==> config.mk <==
export PLATFORM = sky130hd
export DESIGN_NAME = ps2_host_tx
export DESIGN_NICKNAME = d
export VERILOG_FILES = /design/src/rtl/ps2_pkg.sv /design/src/rtl/ps2_line_sync.sv /design/src/rtl/ps2_host_tx.sv
export SDC_FILE = /design/constraint.sdc
export NUM_CORES = 1
export LEC_CHECK = 0
export CAP_MARGIN = 5
export CORE_MARGIN = 8
export CORE_UTILIZATION = 30
export CTS_CLUSTER_DIAMETER = 100
export DETAILED_ROUTE_END_ITERATION = 8
export GPL_TIMING_DRIVEN = 0
export PLACE_DENSITY = 0.54
export REMOVE_ABC_BUFFERS = 1
export SYNTH_ARGS = -nofsm -noshare
export SYNTH_HDL_FRONTEND = slang
export SYNTH_SLANG_ARGS = --single-unit
==> constraint.sdc <==
create_clock -name clk -period 4.5 [get_ports clk]
set_input_delay 1.125 -clock clk [delete_from_list [all_inputs] [get_ports clk]]
set_output_delay 1.125 -clock clk [all_outputs]
set_load 0.01 [all_outputs]
==> src/rtl/ps2_pkg.sv <==
// Shared PS/2 definitions: transmitter state encoding, frame length, clock-rate helper.
// Latency: n/a (types and constants only).
// Backpressure: n/a.
package ps2_pkg;

    // Host-to-device transmitter states
    typedef enum logic [2:0] {
        IDLE,
        INHIBIT,
        REQ,
        SHIFT,
        ACK,
        WAITIDLE,
        DONE
    } ps2_tx_state_e;

    // Start + 8 data + parity + stop
    localparam int FRAME_LEN = 11;

    // Index of the parity bit in the driven bit sequence (data 0..7, then parity)
    localparam int PAR_IDX = FRAME_LEN - 3;

    // System clock cycles per microsecond
    function automatic int unsigned cyc_per_us(input int unsigned clk_hz);
        return clk_hz / 1_000_000;
    endfunction

endpackage

==> src/rtl/ps2_line_sync.sv <==
// Two-flop synchronizer for the PS/2 clock and data pads plus clock falling-edge detect.
// Latency: clk_s/data_s lag the pads by 2 cycles; fall is asserted in the cycle clk_s first reads low.
// Backpressure: none; free-running on every clock.
module ps2_line_sync (
    input  logic clk,
    input  logic clrn,
    input  logic ps2_clk,
    input  logic ps2_data,
    output logic clk_s,
    output logic data_s,
    output logic fall
);

    logic [1:0] clk_sync_q, clk_sync_d;
    logic [1:0] data_sync_q, data_sync_d;
    logic       clk_prev_q, clk_prev_d;

    // Shift the raw pads into the synchronizer chains and keep one history bit of the clock
    always_comb begin
        clk_sync_d  = {clk_sync_q[0], ps2_clk};
        data_sync_d = {data_sync_q[0], ps2_data};
        clk_prev_d  = clk_sync_q[1];
    end

    // Idle PS/2 lines are high, so reset to high to avoid a spurious edge after reset
    always_ff @(posedge clk or negedge clrn) begin
        if (!clrn) begin
            clk_sync_q  <= 2'b11;
            data_sync_q <= 2'b11;
            clk_prev_q  <= 1'b1;
        end else begin
            clk_sync_q  <= clk_sync_d;
            data_sync_q <= data_sync_d;
            clk_prev_q  <= clk_prev_d;
        end
    end

    assign clk_s  = clk_sync_q[1];
    assign data_s = data_sync_q[1];
    assign fall   = clk_prev_q & ~clk_s;

endmodule

==> src/rtl/ps2_host_tx.sv <==
// Host-to-device PS/2 transmitter: inhibit, request-to-send, shift 8 data + parity + stop, sample ack.
// Latency: line enables are registered; wr -> clock inhibit in 1 cycle, device fall -> data change in 3.
// Backpressure: wr is accepted only while busy is low; a wr during busy is dropped.
module ps2_host_tx
    import ps2_pkg::*;
#(
    parameter int unsigned CLK_HZ           = 100_000_000,
    parameter int unsigned INHIBIT_US       = 100,
    parameter int unsigned START_TIMEOUT_US = 15000,
    parameter int unsigned EDGE_TIMEOUT_US  = 2000
) (
    input  logic       clk,
    input  logic       clrn,
    input  logic       wr,
    input  logic [7:0] wdata,
    input  logic       ps2_clk,
    input  logic       ps2_data,
    output logic       ps2_clk_oe,
    output logic       ps2_data_oe,
    output logic       busy,
    output logic       done,
    output logic       nack
);

    localparam int unsigned CPU       = cyc_per_us(CLK_HZ);
    localparam int unsigned N_INH     = CPU * INHIBIT_US;
    localparam int unsigned START_CYC = CPU * START_TIMEOUT_US;
    localparam int unsigned EDGE_CYC  = CPU * EDGE_TIMEOUT_US;
    localparam int          TW        = $clog2(START_CYC + 1);

    // Terminal timer values: the timer counts from 0, so the last cycle is limit-1
    localparam logic [TW-1:0] INH_LAST   = TW'(N_INH - 1);
    localparam logic [TW-1:0] START_LAST = TW'(START_CYC - 1);
    localparam logic [TW-1:0] EDGE_LAST  = TW'(EDGE_CYC - 1);
    localparam logic [3:0]    PAR_LAST   = 4'(PAR_IDX);

    ps2_tx_state_e   state_q, state_d;
    logic [TW-1:0]   timer_q, timer_d;
    logic [3:0]      bit_q, bit_d;
    logic [8:0]      frame_q, frame_d;
    logic            nack_q, nack_d;
    logic            clk_oe_q, clk_oe_d;
    logic            data_oe_q, data_oe_d;
    logic            busy_q, busy_d;
    logic            done_q, done_d;

    logic            clk_s, data_s, fall;
    logic            accept;

    ps2_line_sync u_sync (
        .clk      (clk),
        .clrn     (clrn),
        .ps2_clk  (ps2_clk),
        .ps2_data (ps2_data),
        .clk_s    (clk_s),
        .data_s   (data_s),
        .fall     (fall)
    );

    assign accept = wr & ~busy_q;

    // State, timer, frame and output registers; reset releases both lines asynchronously
    always_ff @(posedge clk or negedge clrn) begin
        if (!clrn) begin
            state_q   <= IDLE;
            timer_q   <= '0;
            bit_q     <= '0;
            frame_q   <= '0;
            nack_q    <= 1'b0;
            clk_oe_q  <= 1'b0;
            data_oe_q <= 1'b0;
            busy_q    <= 1'b0;
            done_q    <= 1'b0;
        end else begin
            state_q   <= state_d;
            timer_q   <= timer_d;
            bit_q     <= bit_d;
            frame_q   <= frame_d;
            nack_q    <= nack_d;
            clk_oe_q  <= clk_oe_d;
            data_oe_q <= data_oe_d;
            busy_q    <= busy_d;
            done_q    <= done_d;
        end
    end

    // Next state: a fall always wins over a timer expiring in the same cycle
    always_comb begin
        state_d = state_q;
        timer_d = timer_q + 1'b1;
        bit_d   = bit_q;
        frame_d = frame_q;
        nack_d  = nack_q;
        unique case (state_q)
            IDLE, DONE: begin
                state_d = IDLE;
                timer_d = '0;
            end
            INHIBIT: begin
                if (timer_q == INH_LAST) begin
                    state_d = REQ;
                    timer_d = '0;
                end
            end
            REQ: begin
                // First device fall: bit 0 goes out as SHIFT is entered
                if (fall) begin
                    state_d = SHIFT;
                    bit_d   = '0;
                    timer_d = '0;
                end else if (timer_q == START_LAST) begin
                    state_d = DONE;
                    nack_d  = 1'b1;
                end
            end
            SHIFT: begin
                // The fall after parity releases data, which is the stop bit
                if (fall) begin
                    timer_d = '0;
                    if (bit_q == PAR_LAST) begin
                        state_d = ACK;
                    end else begin
                        bit_d = bit_q + 1'b1;
                    end
                end else if (timer_q == EDGE_LAST) begin
                    state_d = DONE;
                    nack_d  = 1'b1;
                end
            end
            ACK: begin
                if (fall) begin
                    state_d = WAITIDLE;
                    nack_d  = data_s;
                end else if (timer_q == EDGE_LAST) begin
                    state_d = DONE;
                    nack_d  = 1'b1;
                end
            end
            WAITIDLE: begin
                if (clk_s && data_s) begin
                    state_d = DONE;
                end
            end
            default: state_d = IDLE;
        endcase
        // New command: capture byte with odd parity and restart from inhibit
        if (accept) begin
            state_d = INHIBIT;
            timer_d = '0;
            bit_d   = '0;
            frame_d = {~^wdata, wdata};
            nack_d  = 1'b0;
        end
    end

    // Outputs decoded from the next state so the line enables come straight from flops
    always_comb begin
        clk_oe_d  = 1'b0;
        data_oe_d = 1'b0;
        busy_d    = 1'b1;
        done_d    = 1'b0;
        unique case (state_d)
            IDLE: busy_d = 1'b0;
            INHIBIT: begin
                clk_oe_d  = 1'b1;
                data_oe_d = (timer_d == INH_LAST);
            end
            REQ:   data_oe_d = 1'b1;
            SHIFT: data_oe_d = ~frame_d[bit_d];
            DONE: begin
                busy_d = 1'b0;
                done_d = 1'b1;
            end
            default: ;
        endcase
    end

    assign ps2_clk_oe  = clk_oe_q;
    assign ps2_data_oe = data_oe_q;
    assign busy        = busy_q;
    assign done        = done_q;
    assign nack        = nack_q;

endmodule
==> impl_metrics.env, run 1 <==
export IMPL_dpl_hpwl_mm=4.27
export IMPL_clockBufferDepth=2
export IMPL_cts_max_level=2
export IMPL_cp_max_fo=14
export IMPL_synth_cell_types=60
export IMPL_drcViolationCount=0
export IMPL_core_area_um2=9200
export IMPL_antenna_found_initial=0
export IMPL_drt_vias_per_instance=5.00
export IMPL_grt_pass1_vias=2114
export IMPL_status="completed"
export IMPL_synth_compound_area_frac=0.0977
export IMPL_final_common_cell="nand2_1"
export IMPL_whs_ps=363
export IMPL_maxSlewHeadroom=0.260
export IMPL_cts_buffers=5
export IMPL_ys_warn_count=0
export IMPL_num_vias=2110
export IMPL_synth_edf_count=0
export IMPL_final_cell_mix="45 x nand2_1, 42 x dfrtp_1, 37 x nor2_1"
export IMPL_required_ps=4700
export IMPL_cts_tree="done"
export IMPL_yosys_mux_area_fraction=0.0239
export IMPL_grt_pass1_wl_mm=10.3
export IMPL_drive_above_1_share=0.0997
export IMPL_setup_slack_ps=848
export IMPL_num_antenna_cells=0
export IMPL_synth_xor_area_share=0.0929
export IMPL_peakVddDrop_uv=199
export IMPL_period_needed_ps=3650
export IMPL_hold_path_class="reg -> reg"
export IMPL_post_cts_setup_buffer_count=0
export IMPL_yosysSeqAreaShare=0.418
export IMPL_synthSimpleGateAreaFrac=0.300
export IMPL_dieWidth_um=113
export IMPL_synth_top_family_by_area="simple AND/OR/NAND/NOR gates"
export IMPL_fillers=954
export IMPL_crit_arrival_ps=3850
export IMPL_finalSetupTns_ps=0
export IMPL_syn_cell_area_um2=2830
export IMPL_cts_root_buf="clkbuf_8"
export IMPL_clk_pin_slew_worst_paths_ps=100
export IMPL_leakagePower_nw=1.31
export IMPL_synth_async_reset_ratio=1.00
export IMPL_routedWlPerCell_um=13.9
export IMPL_grt_max_degree=32
export IMPL_post_cts_resized=0
export IMPL_cts_hold_repair_buffers=0
export IMPL_place_congestion=0.843
export IMPL_insertion_delay_ps=310
export IMPL_crit_type="in -> reg"
export IMPL_dieArea_um2=12800
export IMPL_avgSynthCellArea_um2=9.34
export IMPL_fp_row_count=35
export IMPL_wirelength_mm=5.87
export IMPL_cts_sinks=47
export IMPL_synth_flop_cell="dfrtp_1"
export IMPL_synth_seq_cells=47
export IMPL_drv_slew=0
export IMPL_nets=326
export IMPL_grt_usage=0.0979
export IMPL_drtIter0Drc=147
export IMPL_grt_setup_unrepaired="false"
export IMPL_synth_cells=303
export IMPL_skew_ps=11.6
export IMPL_ioPinCount=18
export IMPL_maxCapViolCount=0
export IMPL_dr_pass1_iters=4
export IMPL_dp_slack_ps=543
export IMPL_fmax_ghz=0.274
export IMPL_finalCritPeriodShare=0.812
export IMPL_startpoint_type="input pin"
export IMPL_die_y_um=113
export IMPL_numPortBuffers=17
export IMPL_worst_pin_slew_ps=1110
export IMPL_power_density_nw_per_um2=398
export IMPL_area_growth_pct=10.6
export IMPL_initial_core_util=0.308
export IMPL_overflow=0
export IMPL_hold_viol=0
export IMPL_setup_viol=0
export IMPL_cp_end_kind="flop"
export IMPL_synthAdderAreaFrac=0.0133
export IMPL_antenna_left=0
per-stage QoR:
stage | total power [mW] | instance area, µm² | cells | utilization
3_5_place_dp | 0.987 | 3030 | 414 | 0.329
4_1_cts | 1.27 | 3130 | 422 | 0.340
5_1_grt | 1.34 | 3130 | 422 | 0.340
6_report | 1.25 | 3130 | 422 | 0.340
3_3_place_gp | 0.977 | 3010 | 413 | 0.328
2_1_floorplan | 0.856 | 2710 | 285 | -
Yosys cell counts (2+ instances only):
library cell / instances / share of area
nand2_1: 45 / 0.060
dfrtp_1: 42 / 0.37
nor2_1: 37 / 0.049
xnor2_1: 20 / 0.062
nand3_1: 13 / 0.023
nor3_1: 10 / 0.018
xor2_1: 10 / 0.031
inv_1: 8 / 0.011
o21ai_0: 7 / 0.012
and3_1: 6 / 0.013
buf_2: 6 / 0.011
nand2b_1: 6 / 0.013
a21oi_1: 5 / 0.0088
buf_4: 5 / 0.013
dfstp_2: 5 / 0.046
nor4_1: 5 / 0.011
buf_6: 4 / 0.016
nand4_1: 4 / 0.0088
a31oi_1: 3 / 0.0066
clkbuf_1: 3 / 0.0040
ha_1: 3 / 0.013
mux2i_1: 3 / 0.011
nor3b_1: 3 / 0.0080
nor4_4: 3 / 0.023
o22ai_1: 3 / 0.0066
o31ai_1: 3 / 0.0080
a211oi_1: 2 / 0.0053
and2_1: 2 / 0.0044
mux2_2: 2 / 0.0080
nor2b_1: 2 / 0.0044
nor4b_1: 2 / 0.0062
nor4bb_1: 2 / 0.0071
o21a_1: 2 / 0.0053
critical path: stages:
cell and delay (ps):
clkdlybuf4s50_1 470, nor2b_1 870, nor2_1 220, and3_1 220
a211o_1 290, o31ai_1 300, a21oi_1 160, a31o_1 200
final timing paths:
path,start,to,slack [ps],cells after the start
hold reg to reg,u_sync.data_sync_q[0],u_sync.data_sync_q[1],360,0
min in group asynchronous,clrn,timer_q[7],730,1
hold / removal,u_sync.data_sync_q[0],u_sync.data_sync_q[1],360,0
max in group asynchronous,clrn,u_sync.clk_sync_q[0],3200,2
setup / recovery,wr,ps2_data_oe,850,8
setup reg to reg,state_q[1],ps2_data_oe,1620,8
cell type report:
type | count | area [µm²] | area share
Clock inverter | 2 | 16.3 | 0.00520
Inverter | 8 | 30.0 | 0.00960
Tap cell | 111 | 139 | 0.0444
Multi-Input combinational cell | 230 | 1490 | 0.477
Clock buffer | 6 | 82.6 | 0.0264
Sequential cell | 47 | 1180 | 0.378
Timing Repair Buffer | 18 | 185 | 0.0592
where the power goes:
group	leakage [nW]	internal, mW	switching, mW	total, mW
combinational	0.667	0.164	0.219	0.383
clock	0.0474	0.126	0.150	0.276
sequential	0.595	0.511	0.0775	0.588
total	1.31	0.800	0.446	1.25
metal layers:
layer	GRT usage	wire (µm)	vias up	share of wire
met5	0	0	-	0
met2	0.150	2610	35	0.44
met4	0.0417	95	0	0.016
met3	0.0192	249	4	0.042
li1	-	-	1056	-
met1	0.131	2920	1015	0.50
kinds of logic (layout without fill, tap and decap cells):
family,count (synthesis),count (layout)
flip-flops,47,47
multiplexers,6,6
XOR/XNOR,30,30
adder cells (fa/ha/maj),3,3
AND/OR/NAND/NOR,154,154
AO/OA/AOI/OAI,37,37
buffers and inverters,26,34
state kept, by name (all words and copies together) (netlist names):
register / cells
bit_q: 4
busy: 1
done: 1
frame_q: 9
nack: 1
ps2_clk_oe: 1
ps2_data_oe: 1
state_q: 3
timer_q: 21
u_sync.clk_prev_q: 1
u_sync.clk_sync_q: 2
u_sync.data_sync_q: 2
Power figures use the tool's default switching activity.
==> run 2: changes to the inputs <==
==> constraint.sdc (replaced) <==
create_clock -name clk -period 3.46 [get_ports clk]
set_input_delay 0.865 -clock clk [delete_from_list [all_inputs] [get_ports clk]]
set_output_delay 0.865 -clock clk [all_outputs]
set_load 0.01 [all_outputs]
==> impl_metrics.env, run 2 (synthesized netlist as in run 1, its figures left out) <==
export IMPL_cts_max_level=2
export IMPL_overflow=0
export IMPL_period_needed_ps=3020
export IMPL_hold_viol=0
export IMPL_grt_usage=0.0979
export IMPL_dieWidth_um=113
export IMPL_die_y_um=113
export IMPL_fillers=954
export IMPL_place_area_um2=3030
export IMPL_setup_viol=0
export IMPL_drv_slew=0
export IMPL_cts_root_buf="clkbuf_8"
export IMPL_cts_buffers=5
export IMPL_maxSlewHeadroom=0.468
export IMPL_drtIter0Drc=147
export IMPL_cp_end_kind="flop"
export IMPL_num_vias=2117
export IMPL_reg_top3="timer_q x21, frame_q x9, bit_q x4"
export IMPL_fp_row_count=35
export IMPL_fin_area_um2=3130
export IMPL_cts_tree="done"
export IMPL_power_density_nw_per_um2=519
export IMPL_peakVddDrop_uv=232
export IMPL_ioPinCount=18
export IMPL_wirelength_mm=5.88
export IMPL_status="completed"
export IMPL_dpl_hpwl_mm=4.27
export IMPL_startpoint="wr"
export IMPL_numPortBuffers=17
export IMPL_cp_max_fo=14
export IMPL_insertion_delay_ps=310
export IMPL_dr_pass1_iters=4
export IMPL_post_cts_setup_buffer_count=0
export IMPL_clockBufferDepth=2
export IMPL_grt_setup_unrepaired="false"
export IMPL_critPathCapture="ps2_data_oe"
export IMPL_place_congestion=0.843
export IMPL_reg2reg_setup_slack_ps=600
export IMPL_leakagePower_nw=1.31
export IMPL_skew_ps=12.9
export IMPL_grt_pass1_vias=2114
export IMPL_layout_cells_non_filler=422
export IMPL_final_cell_mix="45 x nand2_1, 42 x dfrtp_1, 37 x nor2_1"
export IMPL_final_common_cell="nand2_1"
export IMPL_maxCapViolCount=0
export IMPL_fmax_ghz=0.331
export IMPL_drive_above_1_share=0.103
export IMPL_largest_reg_flops=21
export IMPL_rr_worst_depth=8
export IMPL_grt_pass1_wl_mm=10.3
export IMPL_r2r_end="ps2_data_oe"
export IMPL_crit_arrival_ps=3220
export IMPL_setup_slack_ps=436
export IMPL_worst_pin_slew_ps=798
export IMPL_r2r_start="state_q[1]"
export IMPL_drt_vias_per_instance=5.02
export IMPL_finalCritPeriodShare=0.874
export IMPL_dp_cells=414
export IMPL_dp_slack_ps=-237
export IMPL_initial_core_util=0.308
export IMPL_core_area_um2=9200
export IMPL_crit_type="in -> reg"
export IMPL_clk_pin_slew_worst_paths_ps=100
export IMPL_hold_path_class="reg -> reg"
export IMPL_nets=326
export IMPL_grt_max_degree=32
export IMPL_drcViolationCount=0
export IMPL_antenna_left=0
export IMPL_cts_sinks=47
export IMPL_dieArea_um2=12800
export IMPL_startpoint_type="input pin"
export IMPL_num_antenna_cells=0
export IMPL_regMostFlops="timer_q"
export IMPL_area_growth_pct=10.7
export IMPL_antenna_found_initial=0
export IMPL_routedWlPerCell_um=13.9
export IMPL_required_ps=3660
[run 2: cell counts in the layout (fill, tap and decap cells not counted)]
No cell type changed its count.
[run 2: worst max-delay path, stage by stage]
cell	delay [ps]
clkdlybuf4s50_1	470
nor2b_2	560
nor2_1	190
and3_1	190
a211o_1	290
o31ai_1	300
a21oi_1	160
a31o_1	200
[run 2: metal layers]
layer	GRT usage	vias to the layer above	share of wire
li1	-	1056	-
met1	0.131	1019	0.50
met2	0.150	37	0.44
met3	0.0192	5	0.042
met4	0.0417	0	0.016
met5	0	-	0
[run 2: metrics by stage]
| step | util | hold WS, ps | setup TNS (ps) | power (mW) |
|---|---|---|---|---|
| after floorplan | - | 345 | 0 | 1.11 |
| after global placement | 0.328 | 346 | -253 | 1.27 |
| after detailed placement | 0.329 | 348 | -237 | 1.28 |
| after CTS | 0.340 | 363 | 0 | 1.65 |
| after global routing | 0.340 | 373 | 0 | 1.75 |
| final | 0.340 | 363 | 0 | 1.62 |
[run 2: what timing repair did]
| action | 4_1_cts | 5_1_grt |
|---|---|---|
| hold buffers | 0 | 0 |
| gates resized for setup | 0 | 1 |
| endpoints found under the setup margin | 0 | 1 |
| hold endpoints to repair | 0 | 0 |
[run 2: area by class of cell]
type	instances	area, µm²	area share
Clock buffer	6	82.6	0.0264
Clock inverter	2	16.3	0.00520
Inverter	8	30.0	0.00959
Multi-Input combinational cell	230	1500	0.478
Sequential cell	47	1180	0.378
Tap cell	111	139	0.0444
Timing Repair Buffer	18	185	0.0592
[run 2: where the power goes]
| group | switching (mW) | internal [mW] |
|---|---|---|
| Combinational | 0.284 | 0.213 |
| Clock | 0.196 | 0.163 |
| Sequential | 0.102 | 0.664 |
| Total | 0.583 | 1.04 |
[run 2: worst min path at each step]
stage	to	depth (start not counted)	from	slack, ps
2_1_floorplan	u_sync.clk_sync_q[1]	0	u_sync.clk_sync_q[0]	350
3_3_place_gp	u_sync.clk_sync_q[1]	0	u_sync.clk_sync_q[0]	350
3_5_place_dp	u_sync.data_sync_q[1]	0	u_sync.data_sync_q[0]	350
4_1_cts	u_sync.data_sync_q[1]	0	u_sync.data_sync_q[0]	360
5_1_grt	u_sync.clk_sync_q[1]	0	u_sync.clk_sync_q[0]	370
6_report	u_sync.data_sync_q[1]	0	u_sync.data_sync_q[0]	360
==> run 3: changes to the inputs <==
--- a/config.mk
+++ b/config.mk
@@ -5,13 +5,13 @@
 export SDC_FILE = /design/constraint.sdc
 export NUM_CORES = 1
 export LEC_CHECK = 0
-export CAP_MARGIN = 5
+export CAP_MARGIN = 0
 export CORE_MARGIN = 8
-export CORE_UTILIZATION = 30
+export CORE_UTILIZATION = 59
 export CTS_CLUSTER_DIAMETER = 100
 export DETAILED_ROUTE_END_ITERATION = 8
 export GPL_TIMING_DRIVEN = 0
-export PLACE_DENSITY = 0.54
+export PLACE_DENSITY = 0.87
 export REMOVE_ABC_BUFFERS = 1
 export SYNTH_ARGS = -nofsm -noshare
 export SYNTH_HDL_FRONTEND = slang
==> impl_metrics.env, run 3 (synthesized netlist as in run 1, its figures left out) <==
export IMPL_cp_end_kind="flop"
export IMPL_fin_util=0.659
export IMPL_grt_max_degree=28
export IMPL_antenna_left=0
export IMPL_setup_slack_ps=497
export IMPL_dpl_hpwl_mm=4.04
export IMPL_routedWlPerCell_um=15.7
export IMPL_drcViolationCount=0
export IMPL_final_cell_mix="45 x nand2_1, 42 x dfrtp_1, 37 x nor2_1"
export IMPL_area_growth_pct=8.62
export IMPL_clockBufferDepth=2
export IMPL_dp_slack_ps=-120
export IMPL_clk_pin_slew_worst_paths_ps=90
export IMPL_cts_buffers=5
export IMPL_maxSlewHeadroom=0.463
export IMPL_crit_arrival_ps=3150
export IMPL_wirelength_mm=5.73
export IMPL_cts_tree="done"
export IMPL_dieArea_um2=7270
export IMPL_startpoint_type="input pin"
export IMPL_antenna_found_initial=0
export IMPL_num_vias=2231
export IMPL_fillers=366
export IMPL_period_needed_ps=2960
export IMPL_cp_max_fo=14
export IMPL_nets=326
export IMPL_place_congestion=0.899
export IMPL_peakVddDrop_uv=397
export IMPL_reg_top3="timer_q x21, frame_q x9, bit_q x4"
export IMPL_r2r_start="state_q[1]"
export IMPL_insertion_delay_ps=300
export IMPL_hold_path_class="reg -> reg"
export IMPL_num_antenna_cells=0
export IMPL_dr_pass1_iters=4
export IMPL_maxCapViolCount=0
export IMPL_drt_vias_per_instance=6.11
export IMPL_setup_viol=0
export IMPL_numPortBuffers=17
export IMPL_cts_sinks=47
export IMPL_min_from="u_sync.clk_sync_q[0]"
export IMPL_grt_pass1_vias=2168
export IMPL_die_y_um=85.2
export IMPL_grt_pass1_wl_mm=10.0
export IMPL_cts_max_level=2
export IMPL_grt_usage=0.170
export IMPL_reg2reg_setup_slack_ps=600
export IMPL_rr_worst_depth=8
export IMPL_core_area_um2=4660
export IMPL_fmax_ghz=0.338
export IMPL_post_cts_setup_buffer_count=0
export IMPL_skew_ps=11.6
export IMPL_power_density_nw_per_um2=545
export IMPL_fin_area_um2=3070
export IMPL_cts_hold_repair_buffers=0
export IMPL_multi_input_area_um2=1500
export IMPL_crit_type="in -> reg"
export IMPL_fp_row_count=25
export IMPL_min_to="u_sync.clk_sync_q[1]"
export IMPL_regArea_um2=1180
export IMPL_whs_ps=359
export IMPL_ioPinCount=18
export IMPL_drv_slew=0
export IMPL_initial_core_util=0.607
export IMPL_finalCritPeriodShare=0.856
export IMPL_grt_setup_unrepaired="false"
export IMPL_hold_viol=0
export IMPL_place_area_um2=2960
export IMPL_cts_root_buf="clkbuf_8"
export IMPL_drtIter0Drc=240
export IMPL_required_ps=3650
export IMPL_dieWidth_um=85.2
export IMPL_hold_depth=0
export IMPL_overflow=0
export IMPL_largest_reg_flops=21
export IMPL_regMostFlops="timer_q"
export IMPL_total_power_mw=1.68
export IMPL_r2r_end="ps2_data_oe"
export IMPL_drive_above_1_share=0.103
export IMPL_final_common_cell="nand2_1"
export IMPL_worst_pin_slew_ps=805
export IMPL_status="completed"
export IMPL_leakagePower_nw=1.32
[run 3: worst max-delay path, stage by stage]
cell and delay (ps):
clkdlybuf4s50_1 470, nor2b_2 530, nor2_1 180, and3_1 190
a211o_1 290, o31ai_1 260, a21oi_1 150, a31o_1 200
[run 3: layer usage]
| metal | routed length [µm] | track usage | up-vias | part of all wire |
|---|---|---|---|---|
| met5 | 0 | 0 | - | 0 |
| met4 | 102 | 0.0550 | 0 | 0.018 |
| met3 | 325 | 0.0338 | 12 | 0.057 |
| met2 | 2640 | 0.266 | 76 | 0.46 |
| met1 | 2650 | 0.227 | 1077 | 0.46 |
| li1 | - | - | 1066 | - |
[run 3: power by group]
part	total [mW]	switching (mW)	internal (mW)
sequential	0.764	0.0995	0.664
clock	0.398	0.183	0.215
combinational	0.514	0.301	0.213
[run 3: stage by stage]
step / setup TNS (ps) / std cells
after floorplan: 0 / 285
after global placement: -77.8 / 356
after detailed placement: -120 / 357
after CTS: 0 / 365
after global routing: 0 / 365
final: 0 / 365
[run 3: worst max path at each step]
stage	from	to	slack, ps	depth (start not counted)
3_3_place_gp	wr	ps2_data_oe	-80	8
4_1_cts	wr	ps2_data_oe	170	8
3_5_place_dp	wr	ps2_data_oe	-120	8
2_1_floorplan	wr	ps2_data_oe	880	7
6_report	wr	ps2_data_oe	500	8
5_1_grt	wr	ps2_data_oe	370	8
[run 3: area by class of cell]
| class | instances | share of cell area |
|---|---|---|
| clock buffers | 5 | 0.0224 |
| clock inverters | 3 | 0.0143 |
| well taps | 54 | 0.0220 |
| inverters | 8 | 0.00977 |
| repair buffers | 18 | 0.0603 |
| multi-input cells | 230 | 0.487 |
| flip-flops and latches | 47 | 0.385 |
[run 3: timing repair]
action                                  CTS  global route
endpoints found under the hold margin     0             0
endpoints found under the setup margin    0             1
resized for setup                         0             1
